**src/rtl/divider_pkg.sv**
```systemverilog
// Shared types and constants for the sequential restoring divider.
// Latency: n/a (declarations only).
// Backpressure: n/a.
package divider_pkg;

    localparam int DEF_WIDTH = 4;

    // Counter width for a WIDTH-step iteration, never narrower than one bit
    function automatic int cnt_width(input int w);
        return (w > 1) ? $clog2(w) : 1;
    endfunction

    localparam int CNT_W = cnt_width(DEF_WIDTH);

    typedef enum logic [2:0] {
        IDLE,
        CHECK,
        RUN,
        FIX,
        DONE
    } state_t;

endpackage

```
**src/rtl/div_step.sv**
```systemverilog
// One restoring-division step: shift in a dividend bit, compare, conditionally subtract.
// Latency: purely combinational.
// Backpressure: none; the caller decides when to register the result.
module div_step #(
    parameter int WIDTH = 4
) (
    input  logic [WIDTH-1:0] i_r,
    input  logic             i_bit,
    input  logic [WIDTH-1:0] i_d,
    output logic [WIDTH-1:0] o_r,
    output logic             o_q
);

    // The shifted value needs WIDTH+1 bits; the settled remainder is always
    // below the divisor, so WIDTH bits are enough to carry it between steps.
    logic [WIDTH:0] w_shift;
    logic           w_ge;

    assign w_shift = {i_r, i_bit};
    assign w_ge    = (w_shift >= {1'b0, i_d});

    // Low-bit subtraction is exact because the true difference is < divisor
    assign o_r = w_ge ? (w_shift[WIDTH-1:0] - i_d) : w_shift[WIDTH-1:0];
    assign o_q = w_ge;

endmodule

```
**src/rtl/seq_restoring_divider.sv**
```systemverilog
// Iterative restoring divider (2W/W -> W quotient, W remainder), one quotient bit per clock.
// Latency: start accept to done = WIDTH+2 normal (WIDTH+3 with DIV_SIGNED_EN), 2 on error.
// Backpressure: start is only accepted in IDLE or DONE; ignored while busy. Macro: DIV_SIGNED_EN.
module seq_restoring_divider
    import divider_pkg::*;
#(
    parameter int WIDTH = DEF_WIDTH
) (
    input  logic                 i_clk,
    input  logic                 i_rst_n,
    input  logic                 i_start,
    input  logic [2*WIDTH-1:0]   i_dividend,
    input  logic [WIDTH-1:0]     i_divisor,
    output logic                 o_busy,
    output logic                 o_done,
    output logic [WIDTH-1:0]     o_quotient,
    output logic [WIDTH-1:0]     o_remainder,
    output logic                 o_div_by_zero,
    output logic                 o_overflow
);

    localparam int               CW       = cnt_width(WIDTH);
    localparam logic [CW-1:0]    CNT_LAST = CW'(WIDTH - 1);
    localparam logic [WIDTH-1:0] ALL_ONES = {WIDTH{1'b1}};

    state_t               r_state;
    logic [2*WIDTH-1:0]   r_dvd;
    logic [WIDTH-1:0]     r_dvs;
    logic [WIDTH-1:0]     r_rem;
    logic [WIDTH-1:0]     r_q;
    logic [CW-1:0]        r_cnt;
    logic                 r_busy;
    logic                 r_done;
    logic [WIDTH-1:0]     r_quot;
    logic [WIDTH-1:0]     r_remo;
    logic                 r_dbz;
    logic                 r_ovf;

    logic [2*WIDTH-1:0]   w_dvd_mag;
    logic [WIDTH-1:0]     w_dvs_mag;
    logic [WIDTH-1:0]     w_dvd_hi;
    logic [WIDTH-1:0]     w_dvd_lo;
    logic [WIDTH-1:0]     w_r_next;
    logic                 w_q_bit;
    logic [WIDTH-1:0]     w_q_final;

`ifdef DIV_SIGNED_EN
    localparam logic [WIDTH-1:0] HALF = {1'b1, {(WIDTH-1){1'b0}}};
    logic                 w_neg_q;
    logic                 w_neg_r;
    logic [WIDTH-1:0]     w_q_signed;
    logic [WIDTH-1:0]     w_r_signed;
    logic                 w_fix_ovf;

    // Iteration runs on magnitudes; signs come straight from the captured operands
    assign w_dvd_mag  = r_dvd[2*WIDTH-1] ? -r_dvd : r_dvd;
    assign w_dvs_mag  = r_dvs[WIDTH-1]   ? -r_dvs : r_dvs;
    assign w_neg_q    = r_dvd[2*WIDTH-1] ^ r_dvs[WIDTH-1];
    assign w_neg_r    = r_dvd[2*WIDTH-1];
    assign w_q_signed = w_neg_q ? -r_q : r_q;
    assign w_r_signed = w_neg_r ? -r_rem : r_rem;
    // Negative results may reach -2^(W-1); positive ones stop at 2^(W-1)-1
    assign w_fix_ovf  = w_neg_q ? (r_q > HALF) : (r_q >= HALF);
`else
    assign w_dvd_mag = r_dvd;
    assign w_dvs_mag = r_dvs;
`endif

    assign w_dvd_hi  = w_dvd_mag[2*WIDTH-1:WIDTH];
    assign w_dvd_lo  = w_dvd_mag[WIDTH-1:0];
    assign w_q_final = {r_q[WIDTH-2:0], w_q_bit};

    div_step #(.WIDTH(WIDTH)) u_step (
        .i_r   (r_rem),
        .i_bit (w_dvd_lo[r_cnt]),
        .i_d   (w_dvs_mag),
        .o_r   (w_r_next),
        .o_q   (w_q_bit)
    );

    // Control FSM with registered handshake and result outputs
    always_ff @(posedge i_clk or negedge i_rst_n) begin
        if (!i_rst_n) begin
            r_state <= IDLE;
            r_dvd   <= '0;
            r_dvs   <= '0;
            r_rem   <= '0;
            r_q     <= '0;
            r_cnt   <= '0;
            r_busy  <= 1'b0;
            r_done  <= 1'b0;
            r_quot  <= '0;
            r_remo  <= '0;
            r_dbz   <= 1'b0;
            r_ovf   <= 1'b0;
        end else begin
            r_done <= 1'b0;
            case (r_state)
                IDLE, DONE: begin
                    if (i_start) begin
                        r_dvd   <= i_dividend;
                        r_dvs   <= i_divisor;
                        r_dbz   <= 1'b0;
                        r_ovf   <= 1'b0;
                        r_busy  <= 1'b1;
                        r_state <= CHECK;
                    end else begin
                        r_state <= IDLE;
                    end
                end
                CHECK: begin
                    if (w_dvs_mag == '0) begin
                        r_dbz   <= 1'b1;
                        r_quot  <= ALL_ONES;
                        r_remo  <= r_dvd[WIDTH-1:0];
                        r_busy  <= 1'b0;
                        r_done  <= 1'b1;
                        r_state <= DONE;
                    end else if (w_dvd_hi >= w_dvs_mag) begin
                        r_ovf   <= 1'b1;
                        r_quot  <= ALL_ONES;
                        r_remo  <= '0;
                        r_busy  <= 1'b0;
                        r_done  <= 1'b1;
                        r_state <= DONE;
                    end else begin
                        r_rem   <= w_dvd_hi;
                        r_q     <= '0;
                        r_cnt   <= CNT_LAST;
                        r_state <= RUN;
                    end
                end
                RUN: begin
                    r_rem <= w_r_next;
                    r_q   <= w_q_final;
                    r_cnt <= r_cnt - 1'b1;
                    if (r_cnt == '0) begin
`ifdef DIV_SIGNED_EN
                        r_state <= FIX;
`else
                        r_quot  <= w_q_final;
                        r_remo  <= w_r_next;
                        r_busy  <= 1'b0;
                        r_done  <= 1'b1;
                        r_state <= DONE;
`endif
                    end
                end
`ifdef DIV_SIGNED_EN
                FIX: begin
                    if (w_fix_ovf) begin
                        r_ovf  <= 1'b1;
                        r_quot <= ALL_ONES;
                        r_remo <= '0;
                    end else begin
                        r_quot <= w_q_signed;
                        r_remo <= w_r_signed;
                    end
                    r_busy  <= 1'b0;
                    r_done  <= 1'b1;
                    r_state <= DONE;
                end
`endif
                default: begin
                    r_state <= IDLE;
                end
            endcase
        end
    end

    assign o_busy        = r_busy;
    assign o_done        = r_done;
    assign o_quotient    = r_quot;
    assign o_remainder   = r_remo;
    assign o_div_by_zero = r_dbz;
    assign o_overflow    = r_ovf;

endmodule

```
**config.mk**
```make
export PLATFORM = sky130hd
export DESIGN_NAME = seq_restoring_divider
export DESIGN_NICKNAME = d
export VERILOG_FILES = /design/src/rtl/divider_pkg.sv /design/src/rtl/div_step.sv /design/src/rtl/seq_restoring_divider.sv
export SDC_FILE = /design/constraint.sdc
export NUM_CORES = 1
export LEC_CHECK = 0
export ABC_AREA = 1
export CAP_MARGIN = 20
export CORE_UTILIZATION = 40
export DETAILED_ROUTE_END_ITERATION = 10
export HOLD_SLACK_MARGIN = 0.03
export PLACE_DENSITY = 0.61
export SLEW_MARGIN = 0
export SYNTH_ARGS = -nofsm -noshare
export SYNTH_HDL_FRONTEND = slang
export SYNTH_SLANG_ARGS = --single-unit
```
**constraint.sdc**
```tcl
create_clock -name i_clk -period 3.1 [get_ports i_clk]
set_input_delay 0.775 -clock i_clk [delete_from_list [all_inputs] [get_ports i_clk]]
set_output_delay 0.775 -clock i_clk [all_outputs]
set_load 0.02 [all_outputs]
```
[Word-level counts from Yosys, hierarchy flattened]
Cells that the tools add are included.
Widths: inputs -> output; s select.
Storage, ports and cells
  input port bits: 15
  output and inout bits: 12
  bits in registers: 36
  logic and storage cells: 80
Cells by class
  equal/unequal tests: 10
  $add $sub $neg: 2
  order comparisons: 3
  mux-type cells: 40
  reductions and logical operators: 13
Operators with widths (count)
  $mux 4: 9
  $pmux 4 s2: 3
  $mux 3: 5
  $mux 1: 13
  $ne 2x2->1 const B: 6
  $pmux 3 s3: 1
  $reduce_and 3->1: 3
  $reduce_and 4->1: 2
  $pmux 1 s2: 3
  $pmux 3 s2: 1
  $ge 5x4->1: 1
  $ge 4x4->1: 1
  $logic_not 4->1: 1
  $mux 2: 2
  $pmux 2 s2: 1
  $reduce_bool 2->1: 2
  $sub 4x4->4: 1
  $eq 3x1->1 const B: 1
  $eq 3x2->1 const B: 1
  $eq 3x3->1 const B: 1
  $logic_not 3->1: 1
  $lt 2x3->1 const B: 1
  $ne 3x3->1 const B: 1
  $pmux 1 s3: 1
  other kinds (6): 6

[Longest topological paths before layout]
Gate-level depths: netlist of the first run.
  depth in word-level cells: 6
  depth in mapped cells: 16
  gate-level depth less buffers: 16

[Cells and area by module]
A second synthesis of the first run with hierarchy kept.
Unflattened totals
  cells, all modules: 253
  area total of the unflattened synthesis: 2025.7 um^2
Modules (own cells, without submodules)
  seq_restoring_divider: area each 1771.7 um^2, cells an instance 214, seq. area each 900.9 um^2, instances 1
  div_step: area each 254.0 um^2, cells an instance 39, seq. area each 0.0 um^2, instances 1

[Worst setup path after synthesis of the first run]
No wires, ideal clock.
  path kind: register to register
  start: register r_cnt[0]
  end: register r_remo[2] (netlist: o_remainder[2])
  setup slack: 1.315 ns
  stages on the path, launching flop included: 14
  path buffers: 0
  library setup time: 0.117 ns
  arrival: 1.668 ns
  clock period less this slack: 1.785 ns
  required time: 2.983 ns
  cell sequence: dfrtp_1 > inv_1 > nand2_1 > nand3_1 > nand2_1 > inv_1 > ha_1 > inv_1 > fa_1 > xor2_1 > nand3_1 > nand3_1 > nand2_1 > nand2_1
Between the ends
  cells in the longest elaborated chain, start to end: 6
  elaborated cells on any way between the ends: 10
  those cells by class: 1 x add/sub; 1 x order compare; 1 x eq/ne; 5 x mux; 2 x reduce/logical
RTL lines
  start: declaration: RTL line seq_restoring_divider.sv:31  | logic [CW-1:0] r_cnt;
  start signal: assignment: RTL line seq_restoring_divider.sv:136  | r_cnt <= r_cnt - 1'b1;
  $bmux 1 s2: RTL line seq_restoring_divider.sv:75  | .i_bit (w_dvd_lo[r_cnt]),
  $mux 1 (implied by the code): RTL line seq_restoring_divider.sv:75
  $sub 4x4->4 / $ge 5x4->1 (equally long branches): RTL line div_step.sv:23, div_step.sv:20
  $mux 4: RTL line div_step.sv:23  | assign o_r = w_ge ? (w_shift[WIDTH-1:0] - i_d) : w_shift[WIDTH-1:0];
  $mux 4: RTL line seq_restoring_divider.sv:137  | if (r_cnt == '0) begin
  $pmux 4 s2: RTL line seq_restoring_divider.sv:98  | case (r_state)
  end signal: assignment: RTL line seq_restoring_divider.sv:115  | r_remo <= r_dvd[WIDTH-1:0];
  end signal: assignment: RTL line seq_restoring_divider.sv:142  | r_remo <= w_r_next;
  end: declaration: RTL line seq_restoring_divider.sv:35  | logic [WIDTH-1:0] r_remo;
Several ways; a longest one is shown, not always the timed one. The select of a mux whose other input is x is not followed.
A chain may end at the register's enable or synchronous reset.

[Final worst setup path of the first run]
  start: register r_cnt[0]
  end: register r_remo[0] (netlist: o_remainder[0])
The elaborated chain is that of the path after synthesis.

==> load_flow_metrics.sql, run 1 <==
INSERT INTO impl_metrics (metric_group, metric, value, unit) VALUES
('timing', 'report.final.slew_viol_count', '0', ''),
('yosys', 'synth_largest_area_cell', 'dfrtp_1', ''),
('timing', 'period_share', '65.1', '%'),
('timing', 'worst_clock_skew', '0.00654', 'ns'),
('cells_and_area', 'finalCoreUtilization', '51.0', '%'),
('placed_design', 'dp_hpwl', '2.80', 'mm'),
('drt', 'routedWlPerCell', '11.9', 'µm'),
('cells_and_area', 'syn2layout_area_growth', '22.0', '%'),
('cells_and_area', 'antennaDiodeCount', '0', ''),
('timing', 'slew_headroom', '58.6', '%'),
('floorplan', 'coreArea', '0.00438', 'mm²'),
('drt', 'average_via_count_per_standard_cell', '4.86', ''),
('yosys', 'biggest_area_contributors_in_the_synthesized_netlist', 'dfrtp_1 49%, nand2_1 16%, nand3_1 7.1%, ha_1 6.1%, inv_1 4.9%', ''),
('yosys', 'ys_ff_latch', '36', ''),
('drt', 'drt_iter0_markers', '75', ''),
('clock_network', 'cts_root_buffer', 'clkbuf_8', ''),
('cells_and_area', 'fillCellCount', '468', ''),
('yosys', 'synth_top_area_share', '49.2', '%'),
('critical_path', 'timing.reg2reg.worst_path_depth', '16', ''),
('yosys', 'synth-main-ff-cell', 'dfrtp_1', ''),
('yosys', 'post_synth_num_cell_types', '19', ''),
('critical_path', 'worst-endpoint-required', '3.28', 'ns'),
('timing', 'setup_total_negative_slack', '0', 'ns'),
('clock_network', 'cts_repair_resize_count', '0', ''),
('power_and_ir_drop', 'power.ir.vdd_worst', '0.362', 'mV'),
('power_and_ir_drop', 'cellLeakagePower', '1.17', 'nW'),
('grt', 'grt_remaining_overflow', '0', ''),
('timing', 'final_critical_path_setup_slack', '1.08', 'ns'),
('clock_network', 'h-tree-depth', '2', ''),
('timing', 'finalHoldWorstSlack', '0.481', 'ns'),
('floorplan', 'die_w', '69.7', 'µm'),
('drt', 'firstDrtPassIters', '4', ''),
('critical_path', 'critPathKind', 'flip-flop to flip-flop', ''),
('clock_network', 'postcts_setup_bufs', '0', ''),
('cells_and_area', 'final_net_count', '284', ''),
('timing', 'maxClockFrequency', '0.495', 'GHz'),
('yosys', 'yosysMostFrequentCell', 'nand2_1', ''),
('critical_path', 'start_kind', 'flip-flop', ''),
('floorplan', 'design.portCount', '27', ''),
('min_path', 'whs_path_depth', '2', ''),
('placed_design', 'gp_congestion', '0.882', ''),
('timing', 'timing.final.hold_violations', '0', ''),
('clock_network', 'path_clk_slew', '0.07', 'ns'),
('clock_network', 'tritoncts_clock_tree', 'yes', ''),
('clock_network', 'cts.sinks', '36', ''),
('drt', 'postRouteWirelength', '3.71', 'mm'),
('yosys', 'async_flop_share', '100', '%'),
('critical_path', 'worstPathMaxFanout', '6', ''),
('floorplan', 'dieHeight', '69.7', 'µm'),
('grt', 'first_pass_grt_wire_length', '6.73', 'mm'),
('power_and_ir_drop', 'powerDensity', '1040', 'mW/mm²'),
('timing', 'setup-violations-final', '0', ''),
('critical_path', 'worst_ep_arrival_time', '2.20', 'ns'),
('yosys', 'synthesis.area_per_instance', '8.00', 'µm²'),
('grt', 'first_global_vias', '1525', ''),
('floorplan', 'floorplan.die_area', '0.00485', 'mm²'),
('min_path', 'hold_path.class', 'flip-flop to flip-flop', ''),
('timing', 'max_slew.worst_pin.slew', '0.618', 'ns'),
('drt', 'remaining_drc_errors', '0', ''),
('grt', 'grt_util_all_layers', '17.8', '%'),
('yosys', 'synth.net_count', '254', ''),
('placed_design', 'buffer_ports.inserted', '26', ''),
('cells_and_area', 'drive_above_1_share', '6.15', '%'),
('clock_network', 'numCtsBuffers', '5', ''),
('timing', 'rsz0062_at_grt', 'no', ''),
('outcome', 'status', 'completed', ''),
('grt', 'antenna_violations_before_repair', '0', ''),
('drt', 'detailroute.via_count', '1517', ''),
('yosys', 'synth_cells', '229', ''),
('placed_design', 'setup_ws_pre_cts', '0.924', 'ns'),
('power_and_ir_drop', 'total_power', '0.00232', 'W');
==> metal layers <==
| metal | vias to the layer above | share of wire [%] | track usage [%] |
|---|---|---|---|
| met5 | - | 0 | 0 |
| met4 | 0 | 1.4 | 4.67 |
| met3 | 5 | 3.4 | 4.36 |
| met2 | 26 | 47 | 29.2 |
| met1 | 694 | 49 | 23.6 |
| li1 | 792 | - | - |
==> flip-flops by register name, indices dropped and copies added, names as in the netlist <==
register and cells:
r_dvd 8, r_cnt 2, o_remainder 4, o_overflow 1
o_busy 1, r_dvs 4, o_done 1, o_div_by_zero 1
r_q 3, r_state 3, r_rem 4, o_quotient 4
==> cells by family after synthesis <==
logic type      share of synthesized area (%)
simple gates                             31.1
flops                                    49.2
buf+inv                                  6.56
compound gates                           5.40
fa+ha+maj                                7.24
xor+xnor                                0.478
==> worst max-delay path: stages, from the launching register on <==
cell	delay (ns)
dfrtp_1	0.39
inv_1	0.13
nand2_1	0.07
nand3_1	0.06
nand2_1	0.08
inv_1	0.06
ha_1	0.21
inv_1	0.07
nand2_1	0.05
nand2_1	0.06
nand2_1	0.04
nand2_1	0.13
nand2_1	0.19
nand3_1	0.14
nand3_1	0.11
nand2_1	0.08
nand2_1	0.05
==> final timing paths <==
check                           slack (ns)            startpoint                          to
min in group asynchronous             0.91               i_rst_n          o_busy$_DFFE_PN0P_
worst min-delay path                  0.48    o_busy$_DFFE_PN0P_          o_busy$_DFFE_PN0P_
worst max-delay path                  1.08  r_cnt[0]$_DFFE_PN0P_  o_remainder[0]$_DFFE_PN0P_
worst min register to register        0.48    o_busy$_DFFE_PN0P_          o_busy$_DFFE_PN0P_
worst max register to register        1.08  r_cnt[0]$_DFFE_PN0P_  o_remainder[0]$_DFFE_PN0P_
max in group asynchronous             1.87               i_rst_n        r_cnt[1]$_DFFE_PN0P_
==> cell type report <==
type                       instances  area, µm²  share of cell area [%]
inverter                          26       97.6                    4.37
timing repair buffer              27        268                    12.0
tap                               52       65.1                    2.91
sequential                        36        901                    40.3
multi-input combinational        163        811                    36.3
clock inverter                     2       10.0                   0.448
clock buffer                       6       82.6                    3.70
==> stage by stage <==
stage	cells	area, µm²
2_1_floorplan	229	1830
3_3_place_gp	304	2140
3_5_place_dp	304	2140
4_1_cts	312	2230
5_1_grt	312	2230
6_report	312	2230
==> cells in the final DEF (no fill, tap or decap) <==
master,synthesis,routed
a21boi_1,1,1
a21oi_1,5,5
a21oi_2,1,1
buf_4,1,1
clkbuf_8,0,6
clkdlybuf4s50_1,0,26
clkinv_2,0,2
dfrtp_1,36,36
fa_1,1,1
ha_1,9,9
inv_1,24,24
inv_2,2,2
nand2_1,79,79
nand2_2,3,3
nand3_1,26,26
nand4_1,6,6
nor2_1,19,19
nor3_4,1,1
o21ai_0,10,10
o21bai_1,1,1
xor2_1,1,1
==> power by group <==
part	switching [W]	internal (W)	total, W	leakage, nW
Clock	0.000164	0.000177	0.000341	0.0510
Sequential	0.000116	0.000664	0.000780	0.441
Combinational	0.000748	0.000446	0.00119	0.677
Note: power is estimated with default switching activity, not from simulation.
==> run 2: changes to the inputs <==
--- a/config.mk
+++ b/config.mk
@@ -10,7 +10,7 @@
 export CORE_UTILIZATION = 40
 export DETAILED_ROUTE_END_ITERATION = 10
 export HOLD_SLACK_MARGIN = 0.03
-export PLACE_DENSITY = 0.61
+export PLACE_DENSITY = 0.63
 export SLEW_MARGIN = 0
 export SYNTH_ARGS = -nofsm -noshare
 export SYNTH_HDL_FRONTEND = slang
==> constraint.sdc (replaced) <==
create_clock -name i_clk -period 1.77 [get_ports i_clk]
set_input_delay 0.4425 -clock i_clk [delete_from_list [all_inputs] [get_ports i_clk]]
set_output_delay 0.4425 -clock i_clk [all_outputs]
set_load 0.02 [all_outputs]
==> load_flow_metrics.sql, run 2 (same netlist as run 1, synthesis figures left out) <==
INSERT INTO impl_metrics (metric_group, metric, value, unit) VALUES
('clock_network', 'h-tree-depth', '2', ''),
('drt', 'average_via_count_per_standard_cell', '4.81', ''),
('clock_network', 'clkLatencyLatePin', '0.29', 'ns'),
('cells_and_area', 'fillCellCount', '405', ''),
('job', 'max_cap_violations', '0', ''),
('critical_path', 'worst-endpoint-required', '1.96', 'ns'),
('floorplan', 'initial_standard_cell_utilization_of_the_core', '41.8', '%'),
('cells_and_area', 'layout.cells.most_common', 'nand2_1', ''),
('critical_path', 'start_kind', 'flip-flop', ''),
('cells_and_area', 'antennaDiodeCount', '0', ''),
('placed_design', 'buffer_ports.inserted', '26', ''),
('clock_network', 'cts_root_buffer', 'clkbuf_8', ''),
('power_and_ir_drop', 'power.ir.vdd_worst', '0.803', 'mV'),
('critical_path', 'cp_slowest_stage_delay', '0.40', 'ns'),
('placed_design', 'gp_congestion', '0.881', ''),
('placed_design', 'dp_hpwl', '3.11', 'mm'),
('cells_and_area', 'finalCoreUtilization', '60.6', '%'),
('floorplan', 'number_of_cell_rows', '24', ''),
('drt', 'postRouteWirelength', '4.26', 'mm'),
('grt', 'groute.layer.met1.usage', '25.4', '%'),
('grt', 'global_route.usage.met3', '4.51', '%'),
('grt', 'top_usage_layer', 'met2', ''),
('timing', 'fin_crit', '1.77', 'ns'),
('timing', 'worst_clock_skew', '0.00803', 'ns'),
('outcome', 'status', 'finished with violations', ''),
('drt', 'postRouteAntennaNets', '0', ''),
('power_and_ir_drop', 'power_frac_seq', '24.9', '%'),
('grt', 'pin_count_of_the_biggest_net_entering_global_routing', '37', ''),
('drt', 'drt_iter0_markers', '72', ''),
('cells_and_area', 'regArea', '901', 'µm²'),
('clock_network', 'cts-root-to-sink-buffers', '2', ''),
('critical_path', 'critPathKind', 'flip-flop to flip-flop', ''),
('floorplan', 'design.portCount', '27', ''),
('min_path', 'hold_path.class', 'flip-flop to flip-flop', ''),
('floorplan', 'floorplan.die_area', '0.00485', 'mm²'),
('critical_path', 'cpMaxStageDelayCell', 'dfrtp_1', ''),
('grt', 'global_route.usage.met2', '31.3', '%'),
('cells_and_area', 'final_net_count', '316', ''),
('critical_path', 'crit_family', 'simple AND/OR/NAND/NOR gates', ''),
('critical_path', 'worst_ep_arrival_time', '1.97', 'ns'),
('critical_path', 'worstPathMaxFanout', '3', ''),
('timing', 'slew_headroom', '76.1', '%'),
('critical_path', 'critical_path.n_buffers_inverters', '3', ''),
('power_and_ir_drop', 'powerDensity', '2100', 'mW/mm²'),
('timing', 'report.final.slew_viol_count', '0', ''),
('grt', 'first_global_vias', '1563', ''),
('drt', 'remaining_drc_errors', '0', ''),
('cells_and_area', 'drive_above_1_share', '24.0', '%'),
('critical_path', 'worst_setup_path_end_kind', 'flip-flop', ''),
('drt', 'detailroute.via_count', '1656', ''),
('timing', 'timing.final.hold_violations', '0', ''),
('outcome', 'violations', 'negative setup slack', ''),
('cells_and_area', 'mostFrequentLayoutCells', '72 x nand2_1, 36 x dfrtp_1, 30 x buf_4, 26 x clkdlybuf4s50_1, 23 x nand3_1', ''),
('floorplan', 'die_w', '69.7', 'µm'),
('timing', 'period_share', '100', '%'),
('clock_network', 'holdBufCountCts', '0', ''),
('power_and_ir_drop', 'internal_power', '0.00335', 'W'),
('timing', 'final_critical_path_setup_slack', '-0.00417', 'ns'),
('clock_network', 'path_clk_slew', '0.08', 'ns'),
('timing', 'setup-violations-final', '1', ''),
('timing', 'max_slew.worst_pin.slew', '0.358', 'ns'),
('grt', 'grt_remaining_overflow', '0', ''),
('power_and_ir_drop', 'clock_network_fraction_of_total_power', '18.4', '%'),
('timing', 'setup_total_negative_slack', '-0.00417', 'ns'),
('clock_network', 'numCtsBuffers', '5', ''),
('cells_and_area', 'multi_input_area', '896', 'µm²'),
('power_and_ir_drop', 'cellLeakagePower', '1.37', 'nW'),
('timing', 'rsz0062_at_grt', 'yes', ''),
('power_and_ir_drop', 'net-switching-power', '0.00222', 'W'),
('floorplan', 'dieHeight', '69.7', 'µm'),
('cells_and_area', 'largest_register', 'r_dvd', ''),
('timing', 'maxClockFrequency', '0.564', 'GHz'),
('drt', 'firstDrtPassIters', '4', ''),
('floorplan', 'coreArea', '0.00438', 'mm²'),
('clock_network', 'tritoncts_clock_tree', 'yes', ''),
('drt', 'routedWlPerCell', '12.4', 'µm'),
('power_and_ir_drop', 'total_power', '0.00557', 'W'),
('power_and_ir_drop', 'switching_share', '39.9', '%'),
('cells_and_area', 'largest_register_ff_count', '8', ''),
('grt', 'first_pass_grt_wire_length', '7.27', 'mm'),
('power_and_ir_drop', 'power_frac_comb', '56.8', '%'),
('grt', 'grt_util_all_layers', '19.1', '%'),
('clock_network', 'cts.sinks', '36', ''),
('critical_path', 'crit_path_cell_trace', 'inv_2 > nand2_1 > nand3_1 > nand2_2 > inv_2 > ha_4 > inv_2 > fa_2 > xor2_1 > nand3_1 > nand3_1 > nand2_1 > nand2_1', ''),
('cells_and_area', 'syn2layout_area_growth', '45.1', '%'),
('grt', 'antenna_violations_before_repair', '0', '');
[run 2: metrics by stage]
| step | setup WS [ns] | instance area [µm²] | std cells | hold WS, ns |
|---|---|---|---|---|
| after floorplan | 0.0168 | 1830 | 229 | 0.147 |
| after global placement | -0.0870 | 2350 | 329 | 0.455 |
| after detailed placement | -0.118 | 2350 | 329 | 0.464 |
| after CTS | -0.0121 | 2580 | 341 | 0.481 |
| after global routing | -0.132 | 2660 | 344 | 0.520 |
| final | -0.00417 | 2660 | 344 | 0.475 |
[run 2: power groups by stage]
stage | logic [W] | clock network (W) | registers (W)
after global routing | 0.00351 | 0.00107 | 0.00143
after global placement | 0.00256 | 0 | 0.00138
final | 0.00316 | 0.00102 | 0.00138
after detailed placement | 0.00259 | 0 | 0.00139
after CTS | 0.00282 | 0.00103 | 0.00138
after floorplan | 0.00138 | 0 | 0.00148
[run 2: path summary, 6_finish.rpt]
kind / startpoint / slack [ns] / endpoint / cells after the start
max reg2reg: r_cnt[0]$_DFFE_PN0P_ / -0.004 / r_rem[2]$_DFFE_PN0P_ / 13
min in group asynchronous: i_rst_n / 0.52 / o_busy$_DFFE_PN0P_ / 2
max in group asynchronous: i_rst_n / 1.07 / r_rem[0]$_DFFE_PN0P_ / 2
max: r_cnt[0]$_DFFE_PN0P_ / -0.004 / r_rem[2]$_DFFE_PN0P_ / 13
min reg2reg: o_busy$_DFFE_PN0P_ / 0.47 / o_busy$_DFFE_PN0P_ / 2
min: o_busy$_DFFE_PN0P_ / 0.47 / o_busy$_DFFE_PN0P_ / 2
[run 2: final cells by class]
type                    count  area share, %
clock buffers               5           2.59
clock inverters             3           3.39
repair buffers             59           20.2
flip-flops and latches     36           33.9
inverters                  26           3.77
multi-input cells         163           33.7
well taps                  52           2.45
[run 2: what timing repair did]
action / 4_1_cts / 5_1_grt
resized for setup: 12 / 17
buffers inserted: 4 / 3
gates cloned: 0 / 0
endpoints found under the setup margin: 9 / 17
pin swaps: 9 / 14
[run 2: worst register-to-register path, delay by kind of cell, from the launching register on]
kind / cells / cell delay, ns
flops: 1 / 0.40
simple gates: 7 / 0.46
buf+inv: 3 / 0.17
xor+xnor: 1 / 0.17
fa+ha+maj: 2 / 0.46
[run 2: metal layers]
| layer | share of wire, % | vias up |
|---|---|---|
| met5 | 0 | - |
| met4 | 1.1 | 0 |
| met3 | 4.0 | 5 |
| met2 | 48 | 34 |
| met1 | 47 | 766 |
| li1 | - | 851 |
==> RTL edit 1 (settings of run 1) <==
Encoding of `state_t`: now one-hot (5 bits for 5 states).
--- a/src/rtl/divider_pkg.sv
+++ b/src/rtl/divider_pkg.sv
@@ -13,10 +13,10 @@
     localparam int CNT_W = cnt_width(DEF_WIDTH);
 
-    typedef enum logic [2:0] {
-        IDLE,
-        CHECK,
-        RUN,
-        FIX,
-        DONE
+    typedef enum logic [4:0] {
+        IDLE  = 5'b00001,
+        CHECK = 5'b00010,
+        RUN   = 5'b00100,
+        FIX   = 5'b01000,
+        DONE  = 5'b10000
     } state_t;
 
Check against the original RTL: no difference found for any inputs over 10 cycles, from zero or initial values and one cycle with i_rst_n low; not proved beyond that.
==> RTL edit 1 against run 1 <==
  * Worst setup slack worse by 0.042 ns
  * Wire length increased by 1.6%
  * Combinational power is 7% lower
  * Final cell count increased by 0.96%
  * Area after synthesis increased by 3.6%
  * Sequential cell count grew 1
  * Total power fell by 2.9%
  * Cell area up 2.2%
==> RTL edit 1: results (changes against run 1) <==
| Metric | Value |
|---|---|
| Status | `finished clean (unchanged)` |
| CTS root buf | `clkbuf_8 (unchanged)` |
| Clock Skews | `0.00502 ns (was 0.00654 ns)` |
| Ys flop type | `dfrtp_1 (unchanged)` |
| Non-filler cells in the finished layout | `315 (was 312)` |
| Metal3 WL | `151 um (was 127 um)` |
| Sequential power | `793 uW (was 780 uW)` |
| Final min period | `2.06 ns (was 2.02 ns)` |
| Inst Count DP | `307 (was 304)` |
| Place WS | `0.750 ns (was 0.924 ns)` |
| Pleak | `1.20 nW (was 1.17 nW)` |
| Clock network fraction of design power | `0.153 (was 0.147)` |
| Routed via count | `1510 (was 1517)` |
| Layout cells sized above 1 | `0.0570 (was 0.0615)` |
| Cell area after placement | `2190 sq um (was 2140 sq um)` |
| Count of different cell masters after synthesis | `21 (was 19)` |
| Iteration-0 DRC Markers | `63 (was 75)` |
| Critical path arrival | `2.25 ns (was 2.20 ns)` |
| Nets@finish | `287 (was 284)` |
| FF-to-FF setup slack | `1.04 ns (was 1.08 ns)` |
| Most instantiated cells after synthesis | `82 x nand2_1, 36 x dfrtp_1, 30 x inv_1, 21 x nand3_1, 15 x nor2_1 (was 79 x nand2_1, 36 x dfrtp_1, 26 x nand3_1, 24 x inv_1, 19 x nor2_1)` |
| First-pass GRT wire length | `6870 um (was 6730 um)` |
| Cell count after synthesis | `233 (was 229)` |
| Hold WS | `0.481 ns (about the same)` |
| Met1 wire length | `1920 um (was 1810 um)` |
| Synth Warn # | `0 (unchanged)` |
| Seq/Total Area, Yosys | `0.489 (was 0.492)` |
| GR Util All Layers | `0.180 (was 0.178)` |
| GP Congestion | `0.876 (was 0.882)` |
| Peak supply drop | `364 uV (was 362 uV)` |
| Final WL | `3770 um (was 3710 um)` |
| Dpl hpwl | `2840 um (was 2800 um)` |
| Largest net degree at the start of global routing | `38 (was 37)` |
| Largest cells by area after synthesis | `dfrtp_1 47%, nand2_1 16%, ha_1 5.9%, inv_1 5.9%, nand3_1 5.5% (was dfrtp_1 49%, nand2_1 16%, nand3_1 7.1%, ha_1 6.1%, inv_1 4.9%)` |
| Cell internal pwr | `1.28 mW (was 1.29 mW)` |
| Switching Power | `968 uW (was 1.03 mW)` |
| Worst-margin pin slew | `0.800 ns (was 0.618 ns)` |
-- RTL edit 1: how the worst max path moves through the flow --
stage,from,end
after floorplan,r_cnt[0],o_remainder[2]
after global placement,i_start,r_dvd[3]
after detailed placement,i_start,r_dvd[2]
after CTS,r_cnt[0],o_remainder[0]
after global routing,r_cnt[0],o_remainder[0]
final,r_cnt[0],o_remainder[0]
-- RTL edit 1: kinds of logic after synthesis --
family	Yosys count	share of synthesized area
buffers and inverters	36	0.0752
AOI/OAI and AO/OA	20	0.0580
DFF	37	0.489
adders and majority gates	10	0.0699
xor gates and xnor gates	2	0.00924
and+or+nand+nor	128	0.299
-- RTL edit 1: final cells by class --
class                      count  area, sq um
tap                           52         65.1
fill                         449         2160
multi-input combinational    160          827
clock buffer                   8         90.1
inverter                      32          120
timing repair buffer          26          255
sequential                    37          927
-- RTL edit 1: routing by layer --
layer  vias up  GRT usage
met5         -          0
met4         0     0.0800
met3         6     0.0484
met2        29      0.274
met1       685      0.242
li1        790          -
==> RTL edit 2 (settings of run 1) <==
Without the edit above. Set the package constant `DEF_WIDTH` to 3 (it was 4).
--- a/src/rtl/divider_pkg.sv
+++ b/src/rtl/divider_pkg.sv
@@ -4,5 +4,5 @@
 package divider_pkg;
 
-    localparam int DEF_WIDTH = 4;
+    localparam int DEF_WIDTH = 3;
 
     // Counter width for a WIDTH-step iteration, never narrower than one bit
Ports: changed (resized i_dividend, i_divisor, o_quotient and o_remainder); port bits go from 27 to 22. The function was not compared with the original's and may differ.
==> RTL edit 2 against run 1 <==
  * Sequential cell count decreased by 7
  * Non-clock buffer count decreased by 5
  * Largest power group unchanged
  * Area after synthesis decreased by 23%
  * Worst setup slack got worse by 0.19 ns
  * Wire length decreased by 25%
  * Core utilization increased by 1.9 points
  * Cell area decreased by 20%
  * Total power decreased by 23%
  * Hold slack improved by 0.0052 ns
==> RTL edit 2: results (changes against run 1) <==
| Metric | Value |
|---|---|
| Iteration-0 DRC Markers | `36 (was 75)` |
| Critical path arrival | `2.43 ns (was 2.20 ns)` |
| Number of port buffers | `21 (was 26)` |
| Largest net degree at the start of global routing | `30 (was 37)` |
| Drt pass-1 iters | `4 (unchanged)` |
| Post-synth net total | `189 (was 254)` |
| Routed via count | `1140 (was 1517)` |
| Most instantiated cells after synthesis | `64 x nand2_1, 29 x dfrtp_1, 18 x inv_1 (was 79 x nand2_1, 36 x dfrtp_1, 26 x nand3_1, 24 x inv_1, 19 x nor2_1)` |
| Pleak | `0.901 nW (was 1.17 nW)` |
| Status | `finished clean (unchanged)` |
| Nets@finish | `217 (was 284)` |
| Seq/Total Area, Yosys | `0.511 (was 0.492)` |
| Register area | `726 sq um (was 901 sq um)` |
| GP Congestion | `0.913 (was 0.882)` |
| Layout cells sized above 1 | `0.0960 (was 0.0615)` |
| Cell area after placement | `1690 sq um (was 2140 sq um)` |
| Worst R2R Start | `r_cnt[0] (unchanged)` |
| Max reg flops | `6 (was 8)` |
| Layout fillers | `355 (was 468)` |
| Largest cells by area after synthesis | `dfrtp_1 51%, nand2_1 17%, ha_1 6.2%, inv_1 4.8%, nand3_1 3.5% (was dfrtp_1 49%, nand2_1 16%, nand3_1 7.1%, ha_1 6.1%, inv_1 4.9%)` |
| Dpl hpwl | `2100 um (was 2800 um)` |
| Count of different cell masters after synthesis | `22 (was 19)` |
| Hold_sp | `o_remainder[0] (was o_busy)` |
| Worst-path maximum fanout | `5 (was 6)` |
| Clock transition at the registers of the reported paths | `0.10 ns (was 0.07 ns)` |
| Largest Register | `r_dvd (unchanged)` |
| Peak supply drop | `562 uV (was 362 uV)` |
| CTS root buf | `clkbuf_4 (was clkbuf_8)` |
| GR Util All Layers | `0.182 (was 0.178)` |
| Worst-margin pin slew | `0.407 ns (was 0.618 ns)` |
| Clock Skews | `0.0118 ns (was 0.00654 ns)` |
| Routed len/inst | `11.4 um (was 11.9 um)` |
| First-pass GRT wire length | `4920 um (was 6730 um)` |
| Insertion delay to the later sink of the worst-skew pair | `0.33 ns (was 0.29 ns)` |
## RTL edit 2: power by group
group | total (mW) | leakage, nW | internal, mW | switching, mW
logic | 0.821 | 0.497 | 0.335 | 0.486
registers | 0.629 | 0.359 | 0.527 | 0.102
clock network | 0.328 | 0.0445 | 0.192 | 0.136
total | 1.78 | 0.901 | 1.05 | 0.724
## RTL edit 2: final timing paths
| kind | end | slack (ns) | cells past startpoint |
|---|---|---|---|
| worst max register to register | r_rem[1] | 0.89 | 14 |
| worst min-delay path | o_remainder[0] | 0.49 | 2 |
| min in group asynchronous | o_quotient[2] | 0.81 | 2 |
| worst max-delay path | r_rem[1] | 0.89 | 14 |
| worst min register to register | o_remainder[0] | 0.49 | 2 |
| max in group asynchronous | r_rem[0] | 2.00 | 2 |
## RTL edit 2: final cells by class
type / instances / share of cell area
Sequential cell: 29 / 0.408
Multi-Input combinational cell: 118 / 0.343
Timing Repair Buffer: 22 / 0.122
Inverter: 21 / 0.0443
Tap cell: 46 / 0.0324
Clock buffer: 6 / 0.0289
Clock inverter: 2 / 0.0211
## RTL edit 2: per-layer routing
metal  part of all wire  vias up  track usage
met2               0.47       28        0.290
met1               0.46      516        0.224
li1                   -      589            -
met5                  0        -            0
met3              0.043        7       0.0588
met4              0.026        0       0.0825
## RTL edit 2: per-stage QoR
| step | setup slack, ns | std cells | total power [mW] |
|---|---|---|---|
| 2_1_floorplan | 1.13 | 169 | 1.20 |
| 3_3_place_gp | 1.00 | 236 | 1.44 |
| 3_5_place_dp | 0.904 | 236 | 1.46 |
| 4_1_cts | 0.885 | 244 | 1.81 |
| 5_1_grt | 0.680 | 244 | 1.95 |
| 6_report | 0.894 | 244 | 1.78 |
## RTL edit 2: logic make-up after synthesis
| logic type | Yosys count | synth area share |
|---|---|---|
| compound gates | 16 | 0.0617 |
| xor+xnor | 1 | 0.00617 |
| fa+ha+maj | 8 | 0.0758 |
| buf+inv | 22 | 0.0591 |
| flops | 29 | 0.511 |
| simple gates | 93 | 0.286 |
## RTL edit 2: critical path: stages, from the launching register on
cell and delay, ns:
dfrtp_1 0.41, inv_1 0.10, nand2_1 0.05, o21ai_0 0.22, inv_1 0.07, ha_1 0.19, fa_1 0.40, nand2_1 0.08
nand2_1 0.05, nand2_1 0.17, nor2_4 0.06, nand2_1 0.08, nand3_1 0.08, nand2_1 0.07, nand2_1 0.05
